<file path="config.mk">
export PLATFORM = sky130hd
export DESIGN_NAME = foc_sequencer
export DESIGN_NICKNAME = d
export VERILOG_FILES = /design/src/rtl/foc_sequencer.sv
export SDC_FILE = /design/constraint.sdc
export NUM_CORES = 1
export LEC_CHECK = 0
export CAP_MARGIN = 40
export CORE_ASPECT_RATIO = 2
export CORE_MARGIN = 2
export CORE_UTILIZATION = 40
export DETAILED_ROUTE_END_ITERATION = 8
export PLACE_DENSITY = 0.75
export SLEW_MARGIN = 20
export SYNTH_ARGS = -nofsm -noshare
export SYNTH_HDL_FRONTEND = slang
export SYNTH_SLANG_ARGS = --single-unit
</file>
<file path="constraint.sdc">
create_clock -name clk -period 1.9 [get_ports clk]
set_clock_uncertainty 0.1 [all_clocks]
set_input_delay 0.285 -clock clk [delete_from_list [all_inputs] [get_ports clk]]
set_output_delay 0.285 -clock clk [all_outputs]
set_load 0.005 [all_outputs]
</file>
<file path="src/rtl/foc_sequencer.sv">
// foc_sequencer: per-PWM-period controller for the current-loop front end.
// On each accepted trigger it launches Clarke and CORDIC together, waits for
// both completions under a timeout, fires Park and captures its D/Q result
// after a fixed latency.
//
// Ports:
//   clk, rstb                 clock, asynchronous active-low reset
//   enable, trig              frame trigger, accepted only while enable is high
//   clear_fault               leaves the fault state
//   clarke_start/cordic_start launch pulses, clarke_done/cordic_done completions
//   park_start                Park launch pulse
//   d_in, q_in                Park D/Q result, sampled PARK_LAT cycles after park_start
//   d_out, q_out, frame_done  captured D/Q and the update strobe
//   busy, fault, overrun_cnt  status: frame in flight, sticky timeout, lost triggers
module foc_sequencer #(
  parameter int D_WIDTH        = 18,
  parameter int PARK_LAT       = 1,
  parameter int TIMEOUT_CYCLES = 64,
  parameter int TW             = 7
) (
  input  logic                      clk,
  input  logic                      rstb,
  input  logic                      enable,
  input  logic                      trig,
  input  logic                      clear_fault,
  output logic                      clarke_start,
  output logic                      cordic_start,
  input  logic                      clarke_done,
  input  logic                      cordic_done,
  output logic                      park_start,
  input  logic signed [D_WIDTH-1:0] d_in,
  input  logic signed [D_WIDTH-1:0] q_in,
  output logic signed [D_WIDTH-1:0] d_out,
  output logic signed [D_WIDTH-1:0] q_out,
  output logic                      frame_done,
  output logic                      busy,
  output logic                      fault,
  output logic [7:0]                overrun_cnt
);

  localparam int LW = (PARK_LAT > 1) ? $clog2(PARK_LAT) : 1;

  typedef enum logic [2:0] {
    S_IDLE,
    S_LAUNCH,
    S_WAIT,
    S_PARK,
    S_SETTLE,
    S_ERR
  } state_t;

  state_t        state, state_nxt;
  logic          got_clarke, got_clarke_nxt;
  logic          got_cordic, got_cordic_nxt;
  logic [TW-1:0] timer, timer_nxt;
  logic [LW-1:0] lat_cnt, lat_cnt_nxt;
  logic          capture;
  logic          trig_ok;

  logic          launch_nxt;
  logic          park_start_nxt;
  logic          busy_nxt;
  logic          fault_nxt;
  logic [7:0]    overrun_nxt;

  assign trig_ok = trig & enable;

  // State register; the output flops are loaded from the next-state decode so
  // every output changes together with the state it belongs to.
  always_ff @(posedge clk or negedge rstb) begin
    if (!rstb) begin
      state        <= S_IDLE;
      got_clarke   <= 1'b0;
      got_cordic   <= 1'b0;
      timer        <= '0;
      lat_cnt      <= '0;
      clarke_start <= 1'b0;
      cordic_start <= 1'b0;
      park_start   <= 1'b0;
      busy         <= 1'b0;
      fault        <= 1'b0;
      frame_done   <= 1'b0;
      overrun_cnt  <= '0;
      d_out        <= '0;
      q_out        <= '0;
    end else begin
      state        <= state_nxt;
      got_clarke   <= got_clarke_nxt;
      got_cordic   <= got_cordic_nxt;
      timer        <= timer_nxt;
      lat_cnt      <= lat_cnt_nxt;
      clarke_start <= launch_nxt;
      cordic_start <= launch_nxt;
      park_start   <= park_start_nxt;
      busy         <= busy_nxt;
      fault        <= fault_nxt;
      frame_done   <= capture;
      overrun_cnt  <= overrun_nxt;
      if (capture) begin
        d_out <= d_in;
        q_out <= q_in;
      end
    end
  end

  // Next-state logic, including completion flags, timeout timer and the
  // Park latency counter.
  always_comb begin
    state_nxt      = state;
    got_clarke_nxt = got_clarke;
    got_cordic_nxt = got_cordic;
    timer_nxt      = timer;
    lat_cnt_nxt    = lat_cnt;
    capture        = 1'b0;
    unique case (state)
      S_IDLE: begin
        if (trig_ok) begin
          state_nxt = S_LAUNCH;
        end
      end
      S_LAUNCH: begin
        // Flags restart here, but a done arriving in this very cycle counts.
        got_clarke_nxt = clarke_done;
        got_cordic_nxt = cordic_done;
        timer_nxt      = '0;
        state_nxt      = S_WAIT;
      end
      S_WAIT: begin
        got_clarke_nxt = got_clarke | clarke_done;
        got_cordic_nxt = got_cordic | cordic_done;
        timer_nxt      = timer + 1'b1;
        // Completion wins over a timeout landing in the same cycle.
        if (got_clarke_nxt && got_cordic_nxt) begin
          state_nxt = S_PARK;
        end else if (timer_nxt == TW'(TIMEOUT_CYCLES)) begin
          state_nxt = S_ERR;
        end
      end
      S_PARK: begin
        lat_cnt_nxt = '0;
        if (PARK_LAT == 0) begin
          capture   = 1'b1;
          state_nxt = S_IDLE;
        end else begin
          state_nxt = S_SETTLE;
        end
      end
      S_SETTLE: begin
        lat_cnt_nxt = lat_cnt + 1'b1;
        if (lat_cnt == LW'(PARK_LAT - 1)) begin
          capture   = 1'b1;
          state_nxt = S_IDLE;
        end
      end
      S_ERR: begin
        if (clear_fault) begin
          state_nxt = S_IDLE;
        end
      end
      default: begin
        state_nxt = S_IDLE;
      end
    endcase
  end

  // Output decode: values the output flops take at the next edge.
  always_comb begin
    launch_nxt     = (state_nxt == S_LAUNCH);
    park_start_nxt = (state_nxt == S_PARK);
    busy_nxt       = !(state_nxt inside {S_IDLE, S_ERR});
    fault_nxt      = (state_nxt == S_ERR);
    overrun_nxt    = overrun_cnt;
    // A trigger is lost only while a frame is in flight; ERR drops it silently.
    if (trig_ok && (state inside {S_LAUNCH, S_WAIT, S_PARK, S_SETTLE}) &&
        (overrun_cnt != 8'hFF)) begin
      overrun_nxt = overrun_cnt + 8'd1;
    end
  end

endmodule
</file>
==> out/summary.txt, run 1 <==
CTS sink cnt: 62
vias in the first global route: 2,049
Starting DRT DRC Count: 73
Die X: 61.4 um
top cells by area, synth: dfrtp_1 59%, mux2_2 16%, o21ai_0 2.5%
Post-Syn Area: 0.00264 mm2
Reg area: 0.00155 mm2
Comb pwr share: 40.3%
clock power share: 26.3%
most common cell after layout, fill and taps aside: clkdlybuf4s50_1
CP endpoint: fault
fill count: 542
DR pass1 iterations: 4
total internal power: 4700 uW
# IOs: 93
peak supply drop: 0.970 mV
Fin. Hold Viols: 0
GPL Wtd Cong: 0.805
clock transition at the registers of the reported paths: 0.05 ns
max_slew headroom: 76.4%
fin crit share: 93.2%
Flop pwr share: 33.4%
Data arrival, critical path: 1.87 ns
placed cell count: 383
Die Ht: 119 um
min Tclk post-route: 1.77 ns
final hold slack: 0.387 ns
Core Rows: 41
Yosys Warn Count: 0
r2r endpoint: fault
setup TNS: 0 ns
Seq cells post-synth: 62
Cells after Synth: 202
most frequent cells in the layout: 91 x clkdlybuf4s50_1, 62 x dfrtp_1, 37 x mux2_2
WL/cell: 15.6 um
antenna fix cells: 0
number of flops mapped to enable cells by yosys: 0
DR vias/cell: 5.03
CP startpoint kind: flop
reg2reg setup slack: 0.13 ns
Initial Util: 41.5%
Core Region: 0.00636 mm2
top cell type's share of synthesized area: 58.8%
min-delay worst type: flop to flop
Post-Route WL: 6220 um
Post-DP HPWL: 4490 um
RSZ-0062 raised after global routing: false
Net Sw Frac: 27.8%
reg2reg start: timer[0]
sequential-to-total area share from yosys stat: 58.8%
fin cells: 400
Die ar.: 0.00731 mm2
Crit path required time: 2.00 ns
crit path max fanout: 6
via count: 2,013
first-pass GRT wire length: 9960 um
root buf cell: clkbuf_16
Num CTS Buffers: 9
syn_nets: 247
Worst Setup SP: timer[0]
fmax: 565 MHz
Crit Path Category: flop to flop
layout cell share with drive strength beyond 1: 22.9%
GRT Resource Usage Total: 19.1%
P_leak: 0.00172 uW
final number of setup-violating endpoints: 0
Clock Latency Late Sink: 0.33 ns
pin count of the biggest net entering global routing: 63
Avg Inst Size Synth: 13.1 um2
CTS Buffer Depth: 2
status: finished clean
Slew Limit Fails: 0
Main synth FF type: dfrtp_1
fin nets: 354
postcts setup bufs: 0
NetSw: 1810 uW
Worst Setup End Kind: flop
Yosys cell types: 38
worst r2r path cells: 5
Yosys top cell by area: dfrtp_1
area grow syn2layout: 54.1%
Multi-input gate area: 0.00102 mm2
GRT overflow: 0
Least-Margin Pin Slew: 0.353 ns
async set-reset flop share out of synthesis: 100%
initial antenna violation count: 0
Port-buffer cells: 92
MaxCap Viol Count: 0
Pwr Density: 1600 mW/mm2
post-route antenna net violation count: 0
CTS tree: done
DRC Markers: 0
H-Tree Level Count: 3
==> layout make-up <==
class	count	share of cell area (%)
sequential	62	38.1
timing repair buffer	107	26.1
multi-input combinational	126	25.1
clock buffer	12	6.06
tap	86	2.65
clock inverter	4	1.72
inverter	3	0.277
==> through the flow <==
step | util [%] | power, uW | setup WS, ns | instance area [um2]
after floorplan | - | 3340 | 0.0618 | 2640
after global placement | 58.8 | 4750 | 0.137 | 3740
after detailed placement | 58.8 | 4850 | 0.114 | 3740
after CTS | 63.9 | 6620 | 0.106 | 4060
after global routing | 63.9 | 6930 | 0.0131 | 4070
final | 63.9 | 6510 | 0.129 | 4070
==> critical path: stages (launching register included) <==
cell and delay, ns:
dfrtp_1 0.43, ha_1 0.25, xor2_1 0.16, and4_1 0.22, o211ai_1 0.33, o21ai_0 0.14
==> power by group through the flow <==
stage               combinational (uW)  clock, uW  sequential [uW]
detailed placement                2650          0             2200
floorplan                         1090          0             2250
global route                      2850       1820             2250
finish                            2630       1720             2170
CTS                               2670       1770             2180
global placement                  2590          0             2160
==> layer usage <==
metal | vias to the layer above | global-route usage [%] | part of all wire [%]
li1 | 942 | - | -
met3 | 17 | 6.08 | 5.4
met2 | 69 | 32.2 | 56
met5 | - | 0 | 0
met1 | 985 | 19.7 | 34
met4 | 0 | 10.8 | 4.0
==> flip-flops by register name, summed over array words and instances (netlist names) <==
register and count:
busy 1, cordic_start 1, d_out 18, fault 1
frame_done 1, got_clarke 1, got_cordic 1, lat_cnt 1
overrun_cnt 8, park_start 1, q_out 18, state 3
timer 7
==> worst min path at each step <==
stage / startpoint / to / slack [ns] / depth (start not counted)
finish: overrun_cnt[6] / overrun_cnt[6] / 0.39 / 1
global route: d_out[11] / d_out[11] / 0.41 / 1
CTS: overrun_cnt[6] / overrun_cnt[6] / 0.39 / 1
detailed placement: rstb / timer[1] / 0.22 / 2
global placement: rstb / timer[1] / 0.22 / 2
floorplan: rstb / busy / -0.11 / 0
==> timing repair <==
item	CTS	global route
endpoints found under the hold margin	62	0
endpoints found under the setup margin	0	1
hold buffers	1	0
resized for setup	0	1
==> logic make-up after synthesis <==
group                      count (synthesis)  synth area share, %
adders and majority gates                  2                0.948
and+or+nand+nor                           41                 8.86
xor gates and xnor gates                  11                 3.65
DFF                                       62                 58.8
muxes                                     39                 16.6
buffers and inverters                     14                 2.56
AOI/OAI and AO/OA                         33                 8.63
==> synth_stat cells (2+ instances only) <==
| master | instances |
|---|---|
| a21oi_1 | 6 |
| a31o_2 | 2 |
| and2_1 | 2 |
| and3_1 | 5 |
| and4_1 | 2 |
| buf_4 | 4 |
| clkbuf_1 | 7 |
| dfrtp_1 | 62 |
| ha_1 | 2 |
| inv_1 | 3 |
| mux2_2 | 37 |
| nand2_1 | 10 |
| nand2b_1 | 5 |
| nand3_1 | 3 |
| nand4_1 | 4 |
| nor2_1 | 4 |
| o21ai_0 | 13 |
| o2bb2ai_1 | 2 |
| xnor2_1 | 7 |
| xor2_1 | 4 |
Power figures use the tool's default switching activity.
==> inputs of run 2 (changes only) <==
--- a/config.mk
+++ b/config.mk
@@ -6,11 +6,11 @@
 export NUM_CORES = 1
 export LEC_CHECK = 0
 export CAP_MARGIN = 40
-export CORE_ASPECT_RATIO = 2
+export CORE_ASPECT_RATIO = 1.2
 export CORE_MARGIN = 2
-export CORE_UTILIZATION = 40
+export CORE_UTILIZATION = 39
 export DETAILED_ROUTE_END_ITERATION = 8
-export PLACE_DENSITY = 0.75
+export PLACE_DENSITY = 0.74
 export SLEW_MARGIN = 20
 export SYNTH_ARGS = -nofsm -noshare
 export SYNTH_HDL_FRONTEND = slang
==> out/summary.txt, run 2 (synthesized netlist as in run 1, its figures left out) <==
worst-path cell chain: ha_2 -> and3_1 -> a221oi_4 -> buf_6 -> nand4_1 -> xnor2_1
DR pass1 iterations: 4 (unchanged)
Die ar.: 0.00745 mm2 (+1.9%)
DR vias/cell: 4.96 (-1.4%)
DRC Markers: 0 (unchanged)
via count: 1,970 (-2.1%)
fill count: 524 (-3.3%)
Post-Route WL: 5810 um (-6.7%)
CTS tree: done
most frequent cells in the layout: 91 x clkdlybuf4s50_1, 62 x dfrtp_1, 37 x mux2_2
setup TNS: 0 ns (unchanged)
Post-DP HPWL: 4110 um (-8.4%)
layout cell share with drive strength beyond 1: 23.1% (+0.15 points)
crit path max fanout: 7 (+1)
hold path depth: 1 (unchanged)
antenna fix cells: 0 (unchanged)
Slew Limit Fails: 0 (unchanged)
worst r2r path cells: 6 (+1)
CP startpoint kind: flop
WL/cell: 14.6 um (-6.0%)
CTS sink cnt: 62 (unchanged)
Least-Margin Pin Slew: 0.389 ns (+0.0358 ns)
r2r endpoint: overrun_cnt[4]
root buf cell: clkbuf_8
Data arrival, critical path: 1.90 ns (+0.03 ns)
GRT overflow: 0 (unchanged)
Crit-path slowest cell: dfrtp_1
vias in the first global route: 2,005 (-2.1%)
CTS Buffer Depth: 2 (unchanged)
reg2reg setup slack: 0.13 ns (about the same)
Num CTS Buffers: 9 (unchanged)
max_slew headroom: 74.0% (-2.4 points)
H-Tree Level Count: 3 (unchanged)
most common cell after layout, fill and taps aside: clkdlybuf4s50_1
Crit Path Category: flop to flop
pin count of the biggest net entering global routing: 38 (-40%)
Core Region: 0.00649 mm2 (+2.0%)
peak supply drop: 1.00 mV (+3.3%)
fin crit share: 93.2% (about the same)
Die Ht: 94.1 um (-21%)
postcts setup bufs: 0 (unchanged)
fin nets: 353 (-0.28%)
MaxCap Viol Count: 0 (unchanged)
crit-path leading delay family: flip-flops
Worst Setup End Kind: flop
Largest regs: d_out: 18 flops, q_out: 18 flops, overrun_cnt: 8 flops
Initial Util: 40.7% (-0.80 points)
final number of setup-violating endpoints: 0 (unchanged)
largest stage delay on the critical path: 0.41 ns (-0.02 ns)
RSZ-0062 raised after global routing: false
initial antenna violation count: 0 (unchanged)
Pwr Density: 1490 mW/mm2 (-6.8%)
fmax: 565 MHz (about the same)
Starting DRT DRC Count: 60 (-18%)
first-pass GRT wire length: 9200 um (-7.7%)
Fin. Hold Viols: 0 (unchanged)
reg2reg start: overrun_cnt[1]
min Tclk post-route: 1.77 ns (+0.000428 ns)
GRT Resource Usage Total: 16.3% (-2.8 points)
hold path startpoint: q_out[2]
Die X: 79.1 um (+29%)
Crit path required time: 2.03 ns (+0.03 ns)
Tot Pwr: 5850 uW (-10%)
min-delay worst type: flop to flop
post-route antenna net violation count: 0 (unchanged)
P_leak: 0.00165 uW (-4.2%)
GPL Wtd Cong: 0.860 (+6.9%)
# IOs: 93 (unchanged)
status: finished clean
Hold Path Sink: q_out[2]
Core Rows: 32 (-22%)
area grow syn2layout: 48.5%
CP bufs+invs: 1 (+1)
Port-buffer cells: 92 (unchanged)
clock transition at the registers of the reported paths: 0.07 ns (+0.02 ns)
Clock Latency Late Sink: 0.34 ns (about the same)
run 2: changes by cell type in the layout (fill, tap and decap cells not counted), sizes merged:
cell / before / now
clkinvlp: 0 / 1
bufinv: 2 / 1
buf: 15 / 14
clkbuf: 12 / 11
run 2: final cells by class:
class                      instances  area (um2)  area share [%]
clock buffer                      11         141            3.61
clock inverter                     4        47.5            1.21
inverter                           3        11.3           0.287
multi-input combinational        126        1020            26.1
sequential                        62        1550            39.6
tap                               85         106            2.71
timing repair buffer             106        1040            26.5
run 2: worst max path at each step:
stage,start,end,slack [ns],depth (start not counted)
floorplan,overrun_cnt[0],overrun_cnt[1],0.06,4
CTS,overrun_cnt[1],overrun_cnt[4],0.08,6
finish,overrun_cnt[1],overrun_cnt[4],0.13,6
detailed placement,overrun_cnt[1],overrun_cnt[4],0.07,6
global placement,overrun_cnt[1],overrun_cnt[6],0.13,6
global route,overrun_cnt[1],overrun_cnt[5],0.03,6
run 2: metrics by stage:
step / setup slack (ns) / hold WS, ns / util, % / instances / area, um2
4_1_cts: 0.0760 / 0.395 / 60.4 / 397 / 3920
2_1_floorplan: 0.0618 / -0.111 / - / 202 / 2640
3_3_place_gp: 0.133 / 0.232 / 57.3 / 381 / 3720
5_1_grt: 0.0271 / 0.419 / 60.5 / 397 / 3920
3_5_place_dp: 0.0749 / 0.233 / 57.3 / 381 / 3720
6_report: 0.129 / 0.390 / 60.5 / 397 / 3920
run 2: routing by layer:
metal,vias up,share of wire (%),track usage (%),wire length [um]
met4,0,2.4,10.2,142
met5,-,0,0,0
met2,96,47,26.3,2730
li1,937,-,-,-
met1,923,43,19.0,2480
met3,14,7.9,4.42,457
run 2: report_power, final:
part           internal, uW  switching [uW]
clock                   630             483
sequential             1880             299
combinational          1620             943
run 2: timing repair:
action | in CTS | in global routing
endpoints found under the setup margin | 0 | 3
endpoints found under the hold margin | 62 | 0
hold buffers | 1 | 0
resized for setup | 0 | 2
run 2: worst register-to-register path, stage by stage (launching register included):
cell	delay (ns)
dfrtp_1	0.41
ha_2	0.20
and3_1	0.22
a221oi_4	0.31
buf_6	0.16
nand4_1	0.12
xnor2_1	0.15
